$ cat src/rtl/rs232in_fifo_pkg.sv
// Shared definitions for the rs232 receive path: default FIFO depth, register offsets, FIFO op encoding.
// No logic; latency and backpressure do not apply.
// Imported by rs232in_fifo, its interface and its storage.
package rs232in_fifo_pkg;

    localparam int RS232IN_FIFO_DEPTH_LOG2 = 4;

    // rs232 peripheral register offsets from FF00_0000
    localparam logic [1:0] RS232_OUT_DATA = 2'd0;
    localparam logic [1:0] RS232_IN_DATA  = 2'd1;
    localparam logic [1:0] RS232_IN_COUNT = 2'd2;
    localparam logic [1:0] RS232_TSC      = 2'd3;

    typedef enum logic [1:0] {
        FIFO_IDLE = 2'b00,
        FIFO_POP  = 2'b01,
        FIFO_PUSH = 2'b10,
        FIFO_BOTH = 2'b11
    } fifo_op_e;

    function automatic fifo_op_e fifo_op(input logic push, input logic pop);
        return fifo_op_e'({push, pop});
    endfunction

endpackage

$ cat src/rtl/rs232in_fifo_if.sv
// Bundle between rs232in/rs232 (master) and the receive FIFO (slave).
// Wires only; overrun_cnt exists only when RS232IN_FIFO_STATS_EN is defined.
// No backpressure toward rs232in: a full FIFO drops and flags overrun.
interface rs232in_fifo_if
    import rs232in_fifo_pkg::*;
#(
    parameter int DEPTH_LOG2 = RS232IN_FIFO_DEPTH_LOG2
);
    logic                  in_attention;
    logic [7:0]            in_data;
    logic                  rd;
    logic                  clr_overrun;
    logic [7:0]            rd_data;
    logic [DEPTH_LOG2:0]   count;
    logic                  empty;
    logic                  full;
    logic                  overrun;
`ifdef RS232IN_FIFO_STATS_EN
    logic [7:0]            overrun_cnt;
`endif

    modport master (
        output in_attention, in_data, rd, clr_overrun,
        input  rd_data, count, empty, full, overrun
`ifdef RS232IN_FIFO_STATS_EN
        , overrun_cnt
`endif
    );

    modport slave (
        input  in_attention, in_data, rd, clr_overrun,
        output rd_data, count, empty, full, overrun
`ifdef RS232IN_FIFO_STATS_EN
        , overrun_cnt
`endif
    );

endinterface

$ cat src/rtl/rs232in_fifo_mem.sv
// Byte storage for the receive FIFO: 8 x 2^ADDR_W, synchronous write, asynchronous read.
// Write lands at the clock edge; read is combinational from raddr.
// No flow control; the caller guarantees we only when a slot is free.
module rs232in_fifo_mem #(
    parameter int ADDR_W = 4
) (
    input  logic              clk,
    input  logic              we,
    input  logic [ADDR_W-1:0] waddr,
    input  logic [7:0]        wdata,
    input  logic [ADDR_W-1:0] raddr,
    output logic [7:0]        rdata
);

    // No reset so the array maps onto distributed RAM
    logic [7:0] mem [2**ADDR_W];

    always_ff @(posedge clk) begin
        if (we) begin
            mem[waddr] <= wdata;
        end
    end

    assign rdata = mem[raddr];

endmodule

$ cat src/rtl/rs232in_fifo.sv
// Receive byte FIFO between rs232in and the rs232 register block; first-word-fall-through head.
// Push/pop at edge N visible at N+1; all outputs come from registered state only.
// Full FIFO drops incoming bytes and sets sticky overrun; RS232IN_FIFO_STATS_EN adds overrun_cnt.
module rs232in_fifo
    import rs232in_fifo_pkg::*;
#(
    parameter int DEPTH_LOG2 = RS232IN_FIFO_DEPTH_LOG2
) (
    input  logic            clk,
    input  logic            reset_n,
    rs232in_fifo_if.slave   bus
);

    localparam logic [DEPTH_LOG2:0] CAPACITY = {1'b1, {DEPTH_LOG2{1'b0}}};

    logic [DEPTH_LOG2-1:0] wr_ptr;
    logic [DEPTH_LOG2-1:0] rd_ptr;
    logic [DEPTH_LOG2:0]   count_q;
    logic [DEPTH_LOG2:0]   count_nxt;
    logic                  overrun_q;
    logic                  empty;
    logic                  full;
    logic                  push;
    logic                  pop;
    logic                  drop;
    logic [7:0]            head;
    fifo_op_e              op;

    assign empty = (count_q == '0);
    assign full  = (count_q == CAPACITY);

    // A pop in the same cycle frees the slot a full FIFO needs
    assign pop  = bus.rd && !empty;
    assign push = bus.in_attention && (!full || bus.rd);
    assign drop = bus.in_attention && full && !bus.rd;
    assign op   = fifo_op(push, pop);

    always_comb begin
        count_nxt = count_q;
        case (op)
            FIFO_PUSH: count_nxt = count_q + 1'b1;
            FIFO_POP:  count_nxt = count_q - 1'b1;
            default:   count_nxt = count_q;
        endcase
    end

    always_ff @(posedge clk) begin
        if (!reset_n) begin
            wr_ptr    <= '0;
            rd_ptr    <= '0;
            count_q   <= '0;
            overrun_q <= 1'b0;
        end else begin
            if (push) begin
                wr_ptr <= wr_ptr + 1'b1;
            end
            if (pop) begin
                rd_ptr <= rd_ptr + 1'b1;
            end
            count_q <= count_nxt;
            if (drop) begin
                overrun_q <= 1'b1;
            end else if (bus.clr_overrun) begin
                overrun_q <= 1'b0;
            end
        end
    end

    rs232in_fifo_mem #(
        .ADDR_W (DEPTH_LOG2)
    ) u_mem (
        .clk   (clk),
        .we    (push),
        .waddr (wr_ptr),
        .wdata (bus.in_data),
        .raddr (rd_ptr),
        .rdata (head)
    );

    assign bus.rd_data = empty ? 8'h00 : head;
    assign bus.count   = count_q;
    assign bus.empty   = empty;
    assign bus.full    = full;
    assign bus.overrun = overrun_q;

`ifdef RS232IN_FIFO_STATS_EN
    logic [7:0] overrun_cnt_q;

    // Clear takes priority over a same-cycle drop; the flag above still sets
    always_ff @(posedge clk) begin
        if (!reset_n) begin
            overrun_cnt_q <= 8'h00;
        end else if (bus.clr_overrun) begin
            overrun_cnt_q <= 8'h00;
        end else if (drop && (overrun_cnt_q != 8'hFF)) begin
            overrun_cnt_q <= overrun_cnt_q + 8'h01;
        end
    end

    assign bus.overrun_cnt = overrun_cnt_q;
`endif

endmodule

$ cat src/flat_wrapper.sv
// flat-port wrapper written by rule: the top's interface ports become plain ports
module rs232in_fifo_flat import rs232in_fifo_pkg::*;
#(
    parameter int DEPTH_LOG2 = RS232IN_FIFO_DEPTH_LOG2
)
  (clk, reset_n, bus_in_attention, bus_in_data, bus_rd, bus_clr_overrun, bus_rd_data, bus_count, bus_empty, bus_full, bus_overrun);
  rs232in_fifo_if #(.DEPTH_LOG2(DEPTH_LOG2)) bus_i ();
  input  logic clk;
  input  logic reset_n;
  input wire logic [$bits(bus_i.in_attention)-1:0] bus_in_attention;
  input wire logic [$bits(bus_i.in_data)-1:0] bus_in_data;
  input wire logic [$bits(bus_i.rd)-1:0] bus_rd;
  input wire logic [$bits(bus_i.clr_overrun)-1:0] bus_clr_overrun;
  output wire logic [$bits(bus_i.rd_data)-1:0] bus_rd_data;
  output wire logic [$bits(bus_i.count)-1:0] bus_count;
  output wire logic [$bits(bus_i.empty)-1:0] bus_empty;
  output wire logic [$bits(bus_i.full)-1:0] bus_full;
  output wire logic [$bits(bus_i.overrun)-1:0] bus_overrun;
  assign bus_i.in_attention = bus_in_attention;
  assign bus_i.in_data = bus_in_data;
  assign bus_i.rd = bus_rd;
  assign bus_i.clr_overrun = bus_clr_overrun;
  assign bus_rd_data = bus_i.rd_data;
  assign bus_count = bus_i.count;
  assign bus_empty = bus_i.empty;
  assign bus_full = bus_i.full;
  assign bus_overrun = bus_i.overrun;
  rs232in_fifo #(.DEPTH_LOG2(DEPTH_LOG2)) u_core (.clk(clk), .reset_n(reset_n), .bus(bus_i));
endmodule
$ cat config.mk
export PLATFORM = sky130hd
export DESIGN_NAME = rs232in_fifo_flat
export DESIGN_NICKNAME = d
export VERILOG_FILES = /design/src/rtl/rs232in_fifo_pkg.sv /design/src/rtl/rs232in_fifo_if.sv /design/src/rtl/rs232in_fifo_mem.sv /design/src/rtl/rs232in_fifo.sv /design/src/flat_wrapper.sv
export SDC_FILE = /design/constraint.sdc
export NUM_CORES = 1
export LEC_CHECK = 0
export CAP_MARGIN = 15
export CORE_MARGIN = 2
export CORE_UTILIZATION = 25
export CTS_BUF_LIST = sky130_fd_sc_hd__clkbuf_16
export CTS_CLUSTER_DIAMETER = 30
export DETAILED_ROUTE_END_ITERATION = 6
export DONT_BUFFER_PORTS = 1
export GPL_TIMING_DRIVEN = 0
export SYNTH_ARGS = -nofsm -noshare
export SYNTH_HDL_FRONTEND = slang
export SYNTH_SLANG_ARGS = --single-unit
$ cat constraint.sdc
create_clock -name clk -period 3.2 [get_ports clk]
set_input_delay 0.32 -clock clk [delete_from_list [all_inputs] [get_ports clk]]
set_output_delay 0.32 -clock clk [all_outputs]
set_load 0.02 [all_outputs]
Yosys cells after proc, flatten, opt, wreduce, memory -nomap -nowiden --
Memories as Yosys holds them, arrays and structs flattened. A register that Yosys moved wholly into a read port is not among the register bits. Cells that the tools add are included.
Cells by class: add/sub/neg operators 4, equality and inequality tests 3, mux-type cells 8, reductions and logical operators 11
Operators with widths (count):
- case mux 5 bit (2 select lines) | 1
- adder 4 x 1 -> 4 bit, second input constant | 2
- two-way mux 4 bit | 2
- two-way mux 8 bit | 1
- adder 5 x 1 -> 5 bit, second input constant | 1
- == test 5 bit, second input constant | 1
- zero test 5 bit | 1
- subtractor 5 x 1 -> 5 bit, second input constant | 1
- logical AND 1 bit | 4
- two-way mux 1 bit | 4
- nonzero test 2 bit | 2
- zero test 1 bit | 3
- == test 2 x 1 -> 1 bit, second input constant | 1
- == test 2 bit, second input constant | 1
- logical OR 1 bit | 1
Storage, ports and cells: register bits 14, RAM bits 128, input bits 13, output and inout bits 16, logic and storage cells 31, memories kept 1
Memories:
- u_core.u_mem.mem | words 16, width 8, rd ports 1, clocked after memory_dff 1, wr ports 1, RTL line rs232in_fifo_mem.sv:16 | logic [7:0] mem [2**ADDR_W];

Longest topological paths before layout --
Gate-level depths: netlist (run 1).
depth after elaboration 6, mapped depth 13, mapped depth without buffers 10

Modules after synthesis --
Synthesis (run 1) repeated with hierarchy kept, for this count alone.
Second synthesis, totals: cells, all modules 317, area, all modules 5834.3 um2
Modules (own cells, without submodules):
- rs232in_fifo_mem | instances 1, cells each 221, area each 4987.3 um2, sequential area each 3843.7 um2
- rs232in_fifo | instances 1, cells each 96, area each 847.1 um2, sequential area each 280.3 um2

Least setup slack after synthesis (run 1) --
OpenSTA, ideal clock, no wires.
path type register to register, from register u_core.count_q[0], in the netlist u_core.bus.count[0], to register u_core.count_q[4], in the netlist u_core.bus.count[4], setup time 64 ps, data arrival time 2946 ps, required time 3136 ps, slack 190 ps, cell stages (with the launch flop) 14, path buffers 3, clock period less this slack 3010 ps, path through dfxtp_1 or4_1 buf_2 o31a_1 buf_2 inv_1 ha_1 clkbuf_1 xor2_1 ha_1 o21ai_0 or3_1 a211o_1 nand4_1
On the way: word-level cells in the longest chain between the ends 6, elaborated cells on any way between the ends 13, those cells by class 2 x add/sub; 3 x eq/ne; 1 x mux; 7 x reduce/logical
Ends and longest elaborated chain:
- from (decl) | RTL line rs232in_fifo.sv:18 | logic [DEPTH_LOG2:0] count_q;
- from (signal assigned) | RTL line rs232in_fifo.sv:60 | count_q <= count_nxt;
- == test 5 bit | RTL line rs232in_fifo.sv:30 | assign full = (count_q == CAPACITY);
- zero test 1 bit | RTL line rs232in_fifo.sv:34 | assign push = bus.in_attention && (!full || bus.rd);
- logical OR 1 bit | RTL line rs232in_fifo.sv:34
- logical AND 1 bit | RTL line rs232in_fifo.sv:34
- == test 2 x 1 -> 1 bit / == test 2 bit (equally long branches) | RTL line rs232in_fifo.sv:40 | case (op)
- case mux 5 bit (2 select lines) / nonzero test 2 bit (equally long branches)
Parallel ways exist; a longest one is shown, timed or not. A chain may end at the register's enable or synchronous reset.

Worst setup path after layout (run 1) --
from register u_core.count_q[1], in the netlist u_core.bus.count[1], to register u_core.count_q[4], in the netlist u_core.bus.count[4]
Same word-level chain as after synthesis.

==> results of run 1 <==
==> metrics by stage <==
stage,instance area [sq um],setup WS [ns]
final,7100,0.156
after floorplan,5970,0.190
after global placement,6370,-0.0611
after global routing,7100,0.00117
after detailed placement,6390,-0.101
after CTS,7060,0.00252
==> flip-flops by register name, summed over array words and instances, names as in the netlist, named ones only <==
signal              cells
u_core.wr_ptr           4
u_core.bus.count        5
u_core.u_mem.mem      128
u_core.rd_ptr           4
u_core.bus.overrun      1
==> cells by family (layout without fill, tap and decap cells) <==
| kind of cell | count (synthesis) | count (layout) |
|---|---|---|
| compound gates | 33 | 33 |
| xor+xnor | 7 | 7 |
| fa+ha+maj | 9 | 9 |
| buf+inv | 28 | 72 |
| flops | 146 | 146 |
| mux | 43 | 43 |
| simple gates | 69 | 69 |
==> worst max-delay path by stage <==
stage                   startpoint             endpoint  slack, ns  cells after the start
2_1_floorplan  u_core.bus.count[0]  u_core.bus.count[4]       0.19                     13
4_1_cts                   register       bus_rd_data[1]      0.003                      6
3_5_place_dp   u_core.bus.count[0]  u_core.bus.count[2]      -0.10                     13
3_3_place_gp   u_core.bus.count[0]  u_core.bus.count[4]      -0.06                     13
5_1_grt        u_core.bus.count[1]  u_core.bus.count[4]      0.001                     12
6_report       u_core.bus.count[1]  u_core.bus.count[4]       0.16                     12
==> placed cells by master, fill, tap and decap left out, drive strengths merged, types with 2 or more instances in the layout <==
master / instances
edfxtp: 128
and2: 7
a211oi: 16
clkbuf: 25
xnor2: 6
nand3b: 2
mux4: 32
dfxtp: 18
clkinvlp: 2
o211ai: 2
nor3: 6
or3: 2
mux2i: 11
nand4: 4
dlygate4sd3: 8
nand2b: 7
nand3: 5
o21a: 2
nand2: 7
o21ai: 5
ha: 9
a21boi: 2
nand4b: 2
nor2b: 10
clkinv: 5
inv: 14
buf: 18
nor2: 15
o31a: 2
==> area by class of cell <==
type | count | area [sq um]
Timing Repair Buffer | 13 | 110
Buffer | 21 | 95.1
Sequential cell | 146 | 4210
Clock inverter | 15 | 161
Clock buffer | 17 | 425
Fill cell | 2283 | 16400
Tap cell | 319 | 399
Inverter | 6 | 22.5
Multi-Input combinational cell | 161 | 1680
==> metal layers <==
layer | GRT usage | wire (um) | vias to the layer above
met1 | 0.129 | 5360 | 1574
met4 | 0.0279 | 112 | 0
met2 | 0.169 | 6030 | 63
met3 | 0.0340 | 655 | 8
li1 | - | - | 1399
met5 | 0 | 0 | -
==> power by group through the flow <==
stage | sequential (mW) | combinational (mW) | clock, mW
detailed placement | 2.30 | 1.12 | 0
CTS | 2.26 | 1.15 | 1.95
global route | 2.27 | 1.30 | 2.03
global placement | 2.29 | 1.08 | 0
finish | 2.26 | 1.19 | 1.92
floorplan | 2.28 | 0.870 | 0
==> timing repair <==
| item | CTS | global route |
|---|---|---|
| resized for setup | 2 | 6 |
| setup endpoints to repair | 3 | 6 |
| buffers inserted | 0 | 0 |
| hold endpoints to repair | 128 | 0 |
| hold buffers | 8 | 0 |
==> impl_metrics.ini, run 1 <==
[run_status]
status = finished, final reports clean

[critical_path]
critPathMaxStageDelay_ns = 0.50
ff2ff_path_depth = 12
crit_fanout = 9
critPathLaunchType = register
crit_chain = or4_1 > buf_2 > o31a_1 > buf_2 > inv_1 > ha_4 > xor2_1 > ha_1 > o21ai_0 > or3_1 > a211o_1 > nand4_1
r2r-start = u_core.bus.count[1]
critPathKind = register to register
cp_common_cell = buf_2
required_ns = 3.55
critPathBufInv = 3
worstPathArrival_ns = 3.40
critPathTopFamily = simple AND/OR/NAND/NOR gates
slowest_stage = or4_1
reg2reg_slack_ns = 0.16
r2r-end = u_core.bus.count[4]
worst_setup_path_end_kind = register

[logic_synthesis]
synth_compound_gate_area_share = 0.0440
synth_top_cell_area_share = 0.644
synth-edff-count = 128
yosysMostFrequentCell = edfxtp_1
synth_nets = 357
ys_warn_count = 0
synth_cells = 335
postSynth.asyncResetShare = 0
synth_common_cells = 128 x edfxtp_1, 32 x mux4_2, 18 x dfxtp_1, 16 x a211oi_1, 15 x nor2_1
yosys-mux-area-fraction = 0.139
yosys.area.top_type = edfxtp_1
synth.area.top_cells = edfxtp_1 64%, mux4_2 12%, dfxtp_1 6.0%
synth_area_sq_um = 5970
seq_area_frac_synth = 0.704
synthAdderAreaFrac = 0.0189
avgSynthCellArea_sq_um = 17.8
ys_ff_latch = 146
synth_cell_type_count = 37
ys.flop_type = edfxtp_1
synthXorXnorAreaFrac = 0.0103
yosys.area_share.simple = 0.0631
synth_top_family_by_area = multiplexers

[sta]
finClkSkew_ns = 0.00982
worst_pin_slew_ns = 0.954
grt_setup_unrepaired = false
totalNegativeSetupSlack_ns = 0
slew_violations = 0
whs_ns = 0.0949
fmax_ghz = 0.329
period_minus_slack_ns = 3.04
period_share = 0.951
slew_headroom = 0.362
setup_violations = 0
timing_hold_violations_final = 0

[place]
dp_hpwl_um = 8210
place_inst = 658
io_buffers = 0
place_congestion = 0.820

[pwr]
p_total_mw = 5.37
p_comb_frac = 0.222
pwr-share-seq = 0.421
intPower_mw = 3.65
switching_power_mw = 1.72
switching_share = 0.320
p_clk_frac = 0.358
vdd_drop_max_uv = 408
power.density_nw_per_um2 = 756
leakage_nw = 2.19

[min_path]
worstHoldEndpoint = u_core.bus.overrun
hold_depth = 2
min-delay-start = bus_in_attention
hold_class = input pin to register

[final_layout]
utilization = 0.302
syn2layout_area_growth_pct = 18.9
layout.nets = 388
fin_cells = 698
n_antenna_cell = 0
drive_above_1_share = 0.232

[routing]
num_vias = 3044
wl_per_cell_um = 17.4
firstDrtPassIters = 4
routed_wl_um = 12200
ant_nets = 0
drc = 0
viasPerCell = 4.36
drt-initial-drc-count = 265

[clock_network]
cts_root_buffer = clkbuf_16
clkSinkCount = 146
clk_pin_slew_ns = 0.06
htreeDepth = 4
cts_tree = done
clock_latency_ns = 0.41
cts_inserted_buffers = 17
clock_path_buffers = 2

[floorplan]
dieArea_sq_um = 25100
design.core.area_sq_um = 23500
io_pins = 29
rows = 56
die_w_um = 159
fp.dieH_um = 159
start_util = 0.254

[run]
maxCapViolCount = 0

[global_routing]
antenna_found_initial = 0
grt_use_total = 0.102
grt_pass1_wl_um = 18800
grt_overflow_total = 0
grt_pass1_vias = 3290
grt_max_degree = 18
(Power assumes the default switching activity.)
==> run 2: changes to the inputs <==
- RECOVER_POWER: default -> 100
==> run 2 against run 1 <==
- clock power hardly changed
- sequential cell count stayed put
- critical endpoint unchanged
- global-route usage stayed put
- wire length is 0.50% lower
- die area stayed put
- highest routed layer unchanged
- cell area is 0.16% lower
- count of clock-buffer cells in the layout stayed put
- combinational power hardly changed
- largest power group unchanged
- utilization hardly changed
==> impl_metrics.ini, run 2 (synthesized netlist as in run 1, its figures left out) <==
[place]
place_inst = 658
io_buffers = 0
dp_hpwl_um = 8210
dp_slack_ns = -0.101
place_congestion = 0.820

[final_layout]
regMostFlops = u_core.u_mem.mem
utilization = 0.302
drive_above_1_share = 0.219
syn2layout_area_growth_pct = 18.7
largest_reg_flops = 128
fin_cells = 698
layout.nets = 388
mostFrequentLayoutCell = edfxtp_1
fill_cells = 2285
layout_common_cells = 128 x edfxtp_1, 32 x mux4_2, 17 x dfxtp_1, 17 x clkbuf_16, 15 x nor2_1
n_antenna_cell = 0

[critical_path]
critPathLaunchType = register
critPathMaxStageDelay_ns = 0.50
worst_setup_path_end_kind = register
cp_common_cell = buf_2
crit_fanout = 9
critPathBufInv = 3
worstPathArrival_ns = 3.39
crit_chain = or4_1 > buf_2 > o31a_1 > buf_2 > inv_1 > ha_4 > xor2_1 > ha_1 > o21ai_0 > or3_1 > a211o_1 > nand4_1
r2r-end = u_core.bus.count[4]
critPathTopFamily = simple AND/OR/NAND/NOR gates
reg2reg_slack_ns = 0.16
slowest_stage = or4_1
required_ns = 3.55
critPathKind = register to register
ff2ff_path_depth = 12
r2r-start = u_core.bus.count[1]

[sta]
slew_headroom = 0.362
setup_violations = 0
whs_ns = 0.0952
period_minus_slack_ns = 3.04
grt_setup_unrepaired = false
slew_violations = 0
period_share = 0.949
timing_hold_violations_final = 0
finClkSkew_ns = 0.0128
worst_pin_slew_ns = 0.953
setup_slack_ns = 0.162
fmax_ghz = 0.329

[pwr]
vdd_drop_max_uv = 408
power.density_nw_per_um2 = 755
leakage_nw = 2.17

[global_routing]
grt_max_degree = 18
grt_pass1_vias = 3290
grt_overflow_total = 0
grt_use_total = 0.102
grt_pass1_wl_um = 18800
antenna_found_initial = 0

[min_path]
hold_depth = 2
worstHoldEndpoint = u_core.bus.overrun
min-delay-start = bus_in_attention
hold_class = input pin to register

[routing]
wl_met2_um = 6000
ant_nets = 0
route.met3.wl_um = 728
viasPerCell = 4.38
drt-initial-drc-count = 256
dr.max_layer_used = met4
wl_per_cell_um = 17.3
routed_wl_um = 12100
firstDrtPassIters = 4
num_vias = 3055
drc = 0
wl_met1_um = 5280

[clock_network]
clock_latency_ns = 0.41
clk_pin_slew_ns = 0.06
cts_tree = done
cts_inserted_buffers = 17
clkSinkCount = 146
cts_root_buffer = clkbuf_16
htreeDepth = 4
clock_path_buffers = 2
post_cts_buffers = 0

[floorplan]
start_util = 0.254
die_w_um = 159
dieArea_sq_um = 25100
rows = 56
design.core.area_sq_um = 23500
io_pins = 29
fp.dieH_um = 159

[run_status]
status = finished, final reports clean

[run]
maxCapViolCount = 0
-- run 2: cell types whose count changed in the layout (fill, tap and decap cells not counted) --
cell,previous run,this run
buf_1,4,3
buf_4,3,1
buf_2,11,7
clkbuf_2,2,3
clkbuf_1,6,12
and2_0,0,4
and2_1,7,3
-- run 2: layout make-up --
cell class	count	area [sq um]	area share
Buffer	21	95.1	0.0134
Clock buffer	17	425	0.0600
Clock inverter	15	161	0.0228
Inverter	6	22.5	0.00318
Multi-Input combinational cell	161	1680	0.237
Sequential cell	146	4210	0.594
Tap cell	319	399	0.0563
Timing Repair Buffer	13	98.8	0.0140
-- run 2: worst reg2reg max path: cells and delay by family, from the launching register on --
family                     cells  cell delay (ns)
DFF                            1             0.45
and+or+nand+nor                3             0.94
AOI/OAI and AO/OA              3             0.60
adders and majority gates      2             0.39
buffers and inverters          3             0.46
xor gates and xnor gates       1             0.16
-- run 2: report_power, final --
part | leakage [nW] | internal [mW] | switching [mW]
Clock | 0.281 | 1.04 | 0.872
Sequential | 1.30 | 2.16 | 0.101
Combinational | 0.583 | 0.433 | 0.744
Total | 2.17 | 3.63 | 1.72
-- run 2: through the flow --
step	area (sq um)	TNS, ns	power, mW
final	7080	0	5.35
after floorplan	5970	0	3.15
after global placement	6370	-0.0866	3.38
after detailed placement	6390	-0.190	3.42
after CTS	7060	0	5.37
after global routing	7080	0	5.58
-- run 2: repair_timing --
| item | 4_1_cts | 5_1_grt |
|---|---|---|
| pin swaps | 0 | 0 |
| endpoints found under the hold margin | 128 | 0 |
| hold buffers | 8 | 0 |
| setup endpoints to repair | 3 | 6 |
| gates resized for setup | 2 | 6 |
-- run 2: routing by layer --
layer,vias to the layer above,track usage
met5,-,0
li1,1400,-
met1,1577,0.129
met3,6,0.0340
met4,0,0.0279
met2,72,0.169
-- run 2: how the worst max path moves through the flow --
stage	from	endpoint	slack, ns	depth (start not counted)
6_report	u_core.bus.count[1]	u_core.bus.count[4]	0.16	12
5_1_grt	u_core.bus.count[1]	u_core.bus.count[4]	0.001	12
2_1_floorplan	u_core.bus.count[0]	u_core.bus.count[4]	0.19	13
4_1_cts	register	bus_rd_data[1]	0.003	6
3_5_place_dp	u_core.bus.count[0]	u_core.bus.count[2]	-0.10	13
3_3_place_gp	u_core.bus.count[0]	u_core.bus.count[4]	-0.06	13
==> run 3: changes to the inputs <==
- SKIP_CTS_REPAIR_TIMING: default -> 1
- SKIP_LAST_GASP: default -> 1
==> run 3 against run 2 <==
- clock power barely moved
- clock skew fell by 0.0031 ns
- fmax fell by 2.0%
- utilization barely moved
- sequential cell count did not move
- worst setup slack got worse by 0.061 ns
- critical path type is now register to output port
- critical endpoint is now bus_rd_data[1]
- largest cell class unchanged
==> impl_metrics.ini, run 3 (synthesized netlist as in run 1, its figures left out) <==
[place]
dp_hpwl_um = 8210
place_inst = 658
place_congestion = 0.820
io_buffers = 0

[sta]
totalNegativeSetupSlack_ns = 0
worst_pin_slew_ns = 0.966
fmax_ghz = 0.323
slew_headroom = 0.354
grt_setup_unrepaired = true
timing_hold_violations_final = 0
slew_violations = 0
finClkSkew_ns = 0.00979
setup_violations = 0
period_minus_slack_ns = 3.10
period_share = 0.968

[clock_network]
clkSinkCount = 146
clock_path_buffers = 2
clock_latency_ns = 0.42
cts_inserted_buffers = 17
cts_tree = done
clk_pin_slew_ns = 0.07
htreeDepth = 4
cts_root_buffer = clkbuf_16

[floorplan]
start_util = 0.254
dieArea_sq_um = 25100
die_w_um = 159
fp.dieH_um = 159
rows = 56
io_pins = 29
design.core.area_sq_um = 23500

[min_path]
hold_depth = 2
hold_class = input pin to register
min-delay-start = bus_in_attention
worstHoldEndpoint = u_core.bus.overrun

[final_layout]
layout_common_cells = 128 x edfxtp_1, 32 x mux4_2, 17 x dfxtp_1, 17 x clkbuf_16, 14 x nor2_1
drive_above_1_share = 0.227
mostFrequentLayoutCell = edfxtp_1
utilization = 0.302
largest_reg_flops = 128
syn2layout_area_growth_pct = 18.8
layout.nets = 388
regMostFlops = u_core.u_mem.mem
n_antenna_cell = 0
fin_cells = 698

[pwr]
switching_share = 0.320
intPower_mw = 3.64
p_comb_frac = 0.219
power.density_nw_per_um2 = 755
switching_power_mw = 1.71
leakage_nw = 2.17
p_total_mw = 5.35
p_clk_frac = 0.359
pwr-share-seq = 0.422
vdd_drop_max_uv = 463

[critical_path]
required_ns = 2.88
ff2ff_path_depth = 12
worstPathArrival_ns = 2.78
r2r-start = u_core.bus.count[1]
crit_fanout = 10
worst_setup_path_end_kind = output port
critPathLaunchType = register
reg2reg_slack_ns = 0.12
critPathKind = register to output port
r2r-end = u_core.bus.count[4]

[routing]
wl_per_cell_um = 17.3
viasPerCell = 4.40
ant_nets = 0
drc = 0
firstDrtPassIters = 4
drt-initial-drc-count = 260
routed_wl_um = 12100
num_vias = 3074

[run_status]
status = finished, final reports clean

[global_routing]
grt_use_total = 0.101
grt_use_met2 = 0.165
grt_pass1_vias = 3265
grt_overflow_total = 0
top_usage_layer = met2
grt_pass1_wl_um = 18600
use_met3 = 0.0365
antenna_found_initial = 0
grt_max_degree = 18
use_met1 = 0.126

[run]
maxCapViolCount = 0
## run 3: cell counts in the layout (fill, tap and decap cells not counted)
No cell type changed its count.
## run 3: worst max-delay path by stage
stage,end
after floorplan,u_core.bus.count[4]
after global placement,u_core.bus.count[4]
after detailed placement,u_core.bus.count[2]
after CTS,u_core.bus.count[2]
after global routing,bus_rd_data[1]
final,bus_rd_data[1]
## run 3: layout make-up
type / instances / area [sq um]
well taps: 319 / 399
clock buffers: 17 / 425
multi-input cells: 161 / 1670
fillers: 2288 / 16400
repair buffers: 13 / 98.8
plain buffers: 21 / 105
clock inverters: 15 / 161
flip-flops and latches: 146 / 4210
inverters: 6 / 22.5
## run 3: power groups by stage
stage / Sequential (mW) / Combinational [mW] / Clock, mW
5_1_grt: 2.27 / 1.29 / 2.03
2_1_floorplan: 2.28 / 0.870 / 0
4_1_cts: 2.26 / 1.12 / 1.95
3_3_place_gp: 2.29 / 1.08 / 0
6_report: 2.26 / 1.17 / 1.92
3_5_place_dp: 2.30 / 1.12 / 0
## run 3: stage by stage
| stage | cell area (sq um) | hold slack (ns) | setup WS (ns) |
|---|---|---|---|
| final | 7090 | 0.0926 | 0.101 |
| after CTS | 6980 | -0.0191 | -0.146 |
| after global placement | 6370 | 0.420 | -0.0611 |
| after floorplan | 5970 | 0.419 | 0.190 |
| after detailed placement | 6390 | 0.420 | -0.101 |
| after global routing | 7090 | 0.0756 | -0.0528 |
## run 3: worst max-delay path, cell delays in order (launching register included)
cell      delay [ns]
dfxtp_1         0.31
buf_2           0.19
buf_2           0.36
buf_2           0.35
mux4_2          0.25
mux2i_1         0.06
a211oi_1        0.83
## run 3: per-layer routing
layer	part of all wire	vias up
li1	-	1399
met1	0.44	1589
met2	0.49	79
met3	0.057	7
met4	0.0092	0
met5	0	-
